===== config.mk =====
export PLATFORM = sky130hd
export DESIGN_NAME = multiples_sum_gen
export DESIGN_NICKNAME = d
export VERILOG_FILES = /design/src/rtl/multsum_pkg.sv /design/src/rtl/multiples_sum_gen_mod_counter.sv /design/src/rtl/multiples_sum_gen.sv
export SDC_FILE = /design/constraint.sdc
export NUM_CORES = 1
export LEC_CHECK = 0
export BUFFER_PORTS_ARGS = -buffer_cell sky130_fd_sc_hd__buf_2
export CAP_MARGIN = 15
export CORE_MARGIN = 4
export CORE_UTILIZATION = 56
export CTS_BUF_LIST = sky130_fd_sc_hd__clkbuf_4
export DETAILED_ROUTE_END_ITERATION = 10
export GPL_TIMING_DRIVEN = 0
export PLACE_DENSITY = 0.89
export REMOVE_ABC_BUFFERS = 1
export SETUP_SLACK_MARGIN = 0.4
export SLEW_MARGIN = 20
export SYNTH_ARGS = -nofsm -noshare
export SYNTH_HDL_FRONTEND = slang
export SYNTH_SLANG_ARGS = --single-unit

===== constraint.sdc =====
create_clock -name clk -period 3.9 [get_ports clk]
set_clock_uncertainty 0.1 [all_clocks]
set_input_delay 0.585 -clock clk [delete_from_list [all_inputs] [get_ports clk]]
set_output_delay 0.585 -clock clk [all_outputs]
set_load 0.01 [all_outputs]

===== src/rtl/multsum_pkg.sv =====
// ----------------------------------------------------------------------------
// multsum_pkg
// Shared definitions for the multiples-sum generator:
//   - state_t      : controller states IDLE / RUN / DONE
//   - IN_W_D       : default width of the limit N
//   - OUT_W_D      : default width of the result
//   - DIV_W_D      : default width of each divisor
// ----------------------------------------------------------------------------
package multsum_pkg;

    typedef enum logic [1:0] {
        IDLE = 2'd0,
        RUN  = 2'd1,
        DONE = 2'd2
    } state_t;

    localparam int IN_W_D  = 16;
    localparam int OUT_W_D = 32;
    localparam int DIV_W_D = 8;

endpackage


===== src/rtl/multiples_sum_gen_mod_counter.sv =====
// ----------------------------------------------------------------------------
// mod_counter
// Residue counter modulo a runtime divisor. It tracks k mod div so the
// top-level can tell whether k is a multiple of div without a divider.
// Ports:
//   clk     : system clock, rising edge
//   rst     : asynchronous active-high reset
//   clr_i   : synchronous clear back to residue 0 (start of a run)
//   en_i    : advance the residue by one
//   div_i   : divisor; a value of 0 lets the counter wrap freely, the
//             owner ignores the channel in that case
//   zero_o  : residue is currently 0
// ----------------------------------------------------------------------------
module mod_counter
    import multsum_pkg::*;
#(
    parameter int DIV_W = DIV_W_D
) (
    input  logic             clk,
    input  logic             rst,
    input  logic             clr_i,
    input  logic             en_i,
    input  logic [DIV_W-1:0] div_i,
    output logic             zero_o
);

    localparam logic [DIV_W-1:0] DIV_ONE = DIV_W'(1);

    logic [DIV_W-1:0] cnt_q;
    logic [DIV_W-1:0] cnt_d;

    // Next residue: wrap to 0 after reaching div-1. With div=1 the
    // terminal value is 0 itself, so the residue stays at 0 and every k hits.
    always_comb begin
        cnt_d = cnt_q;
        if (clr_i) begin
            cnt_d = '0;
        end else if (en_i) begin
            if (cnt_q == div_i - DIV_ONE) begin
                cnt_d = '0;
            end else begin
                cnt_d = cnt_q + DIV_ONE;
            end
        end
    end

    // Residue register.
    always_ff @(posedge clk or posedge rst) begin
        if (rst) begin
            cnt_q <= '0;
        end else begin
            cnt_q <= cnt_d;
        end
    end

    assign zero_o = (cnt_q == '0);

endmodule


===== src/rtl/multiples_sum_gen.sv =====
// ----------------------------------------------------------------------------
// multiples_sum_gen
// Sums every k in [0, N) that is a multiple of divisor A or divisor B, each
// k counted once. One k is processed per clock; divisibility comes from two
// residue counters rather than a divider.
// Ports:
//   clk      : system clock, rising edge
//   rst      : asynchronous active-high reset, aborts a run without done
//   st_i     : start request, only honoured in IDLE
//   in_i     : limit N (exclusive)
//   div_a_i  : divisor A, 0 disables channel A
//   div_b_i  : divisor B, 0 disables channel B
//   busy_o   : high for max(N,1) cycles while the run is in progress
//   done_o   : one-cycle pulse, out_o/ovf_o updated on the same edge
//   ovf_o    : the run's sum did not fit in OUT_W bits
//   out_o    : result, held until the next done
// Build option:
//   MULTSUM_SAT_EN : when defined, the first overflow freezes the sum and
//                    the result is reported as all-ones; otherwise the sum
//                    wraps modulo 2^OUT_W.
// ----------------------------------------------------------------------------
module multiples_sum_gen
    import multsum_pkg::*;
#(
    parameter int IN_W  = IN_W_D,
    parameter int OUT_W = OUT_W_D,
    parameter int DIV_W = DIV_W_D
) (
    input  logic             clk,
    input  logic             rst,
    input  logic             st_i,
    input  logic [IN_W-1:0]  in_i,
    input  logic [DIV_W-1:0] div_a_i,
    input  logic [DIV_W-1:0] div_b_i,
    output logic             busy_o,
    output logic             done_o,
    output logic             ovf_o,
    output logic [OUT_W-1:0] out_o
);

    localparam logic [IN_W-1:0] IN_ONE = IN_W'(1);

    state_t           state_q,  state_d;
    logic [IN_W-1:0]  n_q,      n_d;
    logic [DIV_W-1:0] divA_q,   divA_d;
    logic [DIV_W-1:0] divB_q,   divB_d;
    logic [IN_W-1:0]  k_q,      k_d;
    logic [OUT_W-1:0] acc_q,    acc_d;
    logic             runOvf_q, runOvf_d;
    logic [OUT_W-1:0] outVal_q, outVal_d;
    logic             ovfOut_q, ovfOut_d;

    logic             startRun;
    logic             zeroA;
    logic             zeroB;
    logic             hit;
    logic             lastK;
    logic [OUT_W:0]   kExt;
    logic [OUT_W:0]   addSum;

    assign startRun = (state_q == IDLE) && st_i;

    mod_counter #(.DIV_W(DIV_W)) u_resA (
        .clk    (clk),
        .rst    (rst),
        .clr_i  (startRun),
        .en_i   (state_q == RUN),
        .div_i  (divA_q),
        .zero_o (zeroA)
    );

    mod_counter #(.DIV_W(DIV_W)) u_resB (
        .clk    (clk),
        .rst    (rst),
        .clr_i  (startRun),
        .en_i   (state_q == RUN),
        .div_i  (divB_q),
        .zero_o (zeroB)
    );

    assign hit = ((divA_q != '0) && zeroA) || ((divB_q != '0) && zeroB);

    // N=0 still spends one RUN cycle; its k=0 adds nothing either way.
    assign lastK = (n_q == '0) || (k_q == n_q - IN_ONE);

    // One extra bit on the adder exposes the carry out of OUT_W.
    assign kExt   = (OUT_W + 1)'(k_q);
    assign addSum = {1'b0, acc_q} + kExt;

    // Controller: operand latch on start, one accumulate step per RUN
    // cycle, result and overflow published on the edge that enters DONE.
    always_comb begin
        state_d  = state_q;
        n_d      = n_q;
        divA_d   = divA_q;
        divB_d   = divB_q;
        k_d      = k_q;
        acc_d    = acc_q;
        runOvf_d = runOvf_q;
        outVal_d = outVal_q;
        ovfOut_d = ovfOut_q;

        case (state_q)
            IDLE: begin
                if (st_i) begin
                    n_d      = in_i;
                    divA_d   = div_a_i;
                    divB_d   = div_b_i;
                    k_d      = '0;
                    acc_d    = '0;
                    runOvf_d = 1'b0;
                    ovfOut_d = 1'b0;
                    state_d  = RUN;
                end
            end

            RUN: begin
`ifdef MULTSUM_SAT_EN
                // Once saturated the sum is frozen; the result is all-ones.
                if (hit && !runOvf_q) begin
                    acc_d    = addSum[OUT_W-1:0];
                    runOvf_d = addSum[OUT_W];
                end
`else
                if (hit) begin
                    acc_d    = addSum[OUT_W-1:0];
                    runOvf_d = runOvf_q | addSum[OUT_W];
                end
`endif
                k_d = k_q + IN_ONE;
                if (lastK) begin
                    state_d  = DONE;
                    ovfOut_d = runOvf_d;
`ifdef MULTSUM_SAT_EN
                    outVal_d = runOvf_d ? '1 : acc_d;
`else
                    outVal_d = acc_d;
`endif
                end
            end

            DONE: begin
                state_d = IDLE;
            end

            default: begin
                state_d = IDLE;
            end
        endcase
    end

    // State and datapath registers.
    always_ff @(posedge clk or posedge rst) begin
        if (rst) begin
            state_q  <= IDLE;
            n_q      <= '0;
            divA_q   <= '0;
            divB_q   <= '0;
            k_q      <= '0;
            acc_q    <= '0;
            runOvf_q <= 1'b0;
            outVal_q <= '0;
            ovfOut_q <= 1'b0;
        end else begin
            state_q  <= state_d;
            n_q      <= n_d;
            divA_q   <= divA_d;
            divB_q   <= divB_d;
            k_q      <= k_d;
            acc_q    <= acc_d;
            runOvf_q <= runOvf_d;
            outVal_q <= outVal_d;
            ovfOut_q <= ovfOut_d;
        end
    end

    assign busy_o = (state_q == RUN);
    assign done_o = (state_q == DONE);
    assign ovf_o  = ovfOut_q;
    assign out_o  = outVal_q;

endmodule

==> results.ini <==
[outcome]
status = finished clean

[synthesis]
synth_edf_count = 0
syn_area_mm2 = 0.007771
synth-main-ff-cell = dfrtp_1
synth_area_per_cell_um2 = 9.329
synth_top_cells_by_area = dfrtp_1, nand2_1, xnor2_1, o21ai_0, mux2_4
synth_seq_area_share_pct = 42.51
yosysTopAreaCell = dfrtp_1
ys_ff_latch = 132
synth_cell_types = 71
yosys_warnings = 0
postSynthCellCount = 833
synth_top_cell_area_share_pct = 42.51
async_flop_share_pct = 100.0

[sta]
whs_ns = 0.08496
worst_pin_slew_ns = 1.064
fin_crit_sh_pct = 88.97
report.final.slew_viol_count = 0
rsz0062_at_grt = yes
setup_tns_ns = 0
period_needed_ns = 3.470
finalHoldViolCount = 0
finalSetupViolCount = 0
max_freq_ghz = 0.2882
relSlewSlack_pct = 28.56

[routing]
initialDrtViolationCount = 567
drtAntennaViolNets = 0
firstDrtPassIters = 5
via_per_inst = 6.077
wl_mm = 18.80
drc_errors = 0
wl_per_cell_um = 17.31
vias = 6600

[clock_network]
cts_max_level = 4
cts_tree = done
clockRootBuffer = clkbuf_4
insertion_delay_ns = 0.58
clock-sinks = 132
cts_made_buffers = 17
clockBufferDepth = 2
path_clk_slew_ns = 0.13

[placed_design]
dpl.hpwl_mm = 12.17
place_congestion = 0.8585
port_buffers = 69

[power]
swShare_pct = 24.25
p_clk_share_pct = 41.1
power_density_mw_per_mm2 = 275.6
power.switching_w = 0.0005824
combPwrFrac_pct = 2.0
pwr-share-seq_pct = 57.0
ir_drop_mv = 0.2483
power.internal_w = 0.001819
p_leak_nw = 4.128

[floorplanning]
die_h_um = 125.8
start_util_pct = 57.99
rows = 42
core-area_mm2 = 0.01340
die_x_um = 125.8
fp.dieArea_mm2 = 0.01583
ios = 70

[job]
maxCapViolCount = 0

[final_layout]
final_util_pct = 65.03
layout.nets = 958
final_cell_mix = nand2_1, dfrtp_1, o21ai_0
syn2layout_area_growth_pct = 12.14
final_common_cell = nand2_1
drive_above_1_share_pct = 18.46
ff_latch_area_mm2 = 0.003306
n_fill_cell = 1041
multi_input_area_mm2 = 0.004324
diodes = 0

[global_route]
grt-ovfl-total = 0
grt_first_pass_wirelength_mm = 30.68
grt_start_max_net_pins = 84
grt_pass1_vias = 6451
track_usage_pct = 23.29
antenna_found_initial = 0

[worst_setup_path]
reg2reg_setup_slack_ns = 0.54
cp_data_required_time_ns = 3.21
critical_path.cell_chain = nand2b_2 > clkinv_1 > buf_2
max_stage_delay_ns = 0.96
start_kind = flop
path_buf_inv = 2
worstSetupEndpointType = output port
crit_type = flop to output port
cp_slowest_cell = clkinv_1
path_delay_family = buffers and inverters
arrival_ns = 2.78
critPathMaxFanout = 25

[hold_path]
hp-class = input port to flop

==> timing repair <==
item	4_1_cts	5_1_grt
cloned	0	2
pin swaps	2	2
hold endpoints to repair	49	0
setup buffers	4	3
hold buffers	1	0
resized for setup	3	12
endpoints found under the setup margin	42	40
==> worst reg2reg max path: stages (launching register included) <==
cell and delay (ns):
dfrtp_1 0.47, nor4_1 0.56, nand3_1 0.43, a31o_2 0.55
o21ai_1 0.90, nand2_1 0.14, o31ai_1 0.11
==> through the flow <==
| stage | setup WS, ns | power, W | instances | cell area [um2] |
|---|---|---|---|---|
| final | 0.4303 | 0.002402 | 1086 | 8715 |
| after global routing | 0.2813 | 0.002485 | 1086 | 8715 |
| after CTS | 0.4058 | 0.002407 | 1081 | 8617 |
| after detailed placement | -0.04801 | 0.001444 | 1044 | 8268 |
| after global placement | -1.733 | 0.001438 | 1041 | 8163 |
| after floorplan | -0.3110 | 0.001415 | 796 | 7597 |
==> kinds of logic after synthesis <==
| kind of cell | share of synthesized area (%) |
|---|---|
| buf+inv | 3.397 |
| mux | 6.972 |
| xor+xnor | 8.453 |
| simple gates | 18.84 |
| flops | 42.51 |
| fa+ha+maj | 4.283 |
| compound gates | 15.55 |
==> cell type report <==
cell class / count / area share [%]
Timing Repair Buffer: 80 / 5.441
Inverter: 24 / 1.120
Sequential cell: 132 / 37.93
Clock inverter: 15 / 1.895
Clock buffer: 17 / 1.464
Tap cell: 176 / 2.527
Multi-Input combinational cell: 642 / 49.62
==> power by group through the flow <==
stage | Combinational [W] | Sequential [W] | Clock [W]
floorplan | 0.0000202 | 0.00139 | 0
global placement | 0.0000433 | 0.00139 | 0
detailed placement | 0.0000493 | 0.00139 | 0
CTS | 0.0000499 | 0.00137 | 0.000989
global route | 0.0000559 | 0.00137 | 0.00106
finish | 0.0000475 | 0.00137 | 0.000986
==> registers in the layout, indices dropped and copies added (netlist names) <==
register / cells
out_o: 32
u_resA.cnt_q: 8
acc_q: 32
ovf_o: 1
divA_q: 8
state_q: 2
u_resB.cnt_q: 8
k_q: 16
n_q: 16
divB_q: 8
runOvf_q: 1
==> final timing paths <==
| check | endpoint | startpoint | cells past startpoint |
|---|---|---|---|
| max | busy_o | state_q[0]$_DFFE_PP0P_ | 3 |
| min | n_q[10]$_DFFE_PP0P_ | in_i[10] | 3 |
| max reg2reg | acc_q[2]$_DFFE_PP0P_ | divB_q[2]$_DFFE_PP0P_ | 6 |
| min reg2reg | out_o[15]$_DFFE_PP0P_ | out_o[15]$_DFFE_PP0P_ | 1 |
| max in group asynchronous | k_q[12]$_DFFE_PP0P_ | rst | 4 |
| min in group asynchronous | acc_q[30]$_DFFE_PP0P_ | rst | 3 |
==> routing by layer <==
layer / vias to the layer above / part of all wire, % / GRT usage, %
li1: 3083 / - / -
met1: 3217 / 42 / 29.55
met2: 253 / 49 / 39.14
met3: 47 / 6.7 / 5.377
met4: 0 / 2.1 / 8.644
met5: - / 0 / 0
==> cell usage after synthesis, types with 2 or more instances <==
library cell,count
nand2_1,173
dfrtp_1,132
o21ai_0,78
xnor2_1,48
clkbuf_1,27
xor2_1,27
nand3_1,26
ha_1,25
inv_1,23
a21oi_1,22
mux2_4,22
nor2_1,22
and3_1,19
o31ai_1,19
a31oi_1,17
nand4_1,12
nor3_1,12
mux2i_1,11
o21a_1,7
a21o_1,6
a22o_1,6
mux2_1,6
a32o_1,5
nand2b_1,5
nor3b_1,5
or4_1,5
and2_1,4
nor4_1,4
nor4b_1,4
a211oi_1,3
buf_1,3
buf_4,3
buf_6,3
mux2_2,3
a211oi_2,2
a21boi_0,2
a31o_2,2
nand3_2,2
nor2b_1,2
o2111ai_1,2
o211ai_1,2
o21ai_1,2
or3_1,2
(Power assumes the default switching activity.)
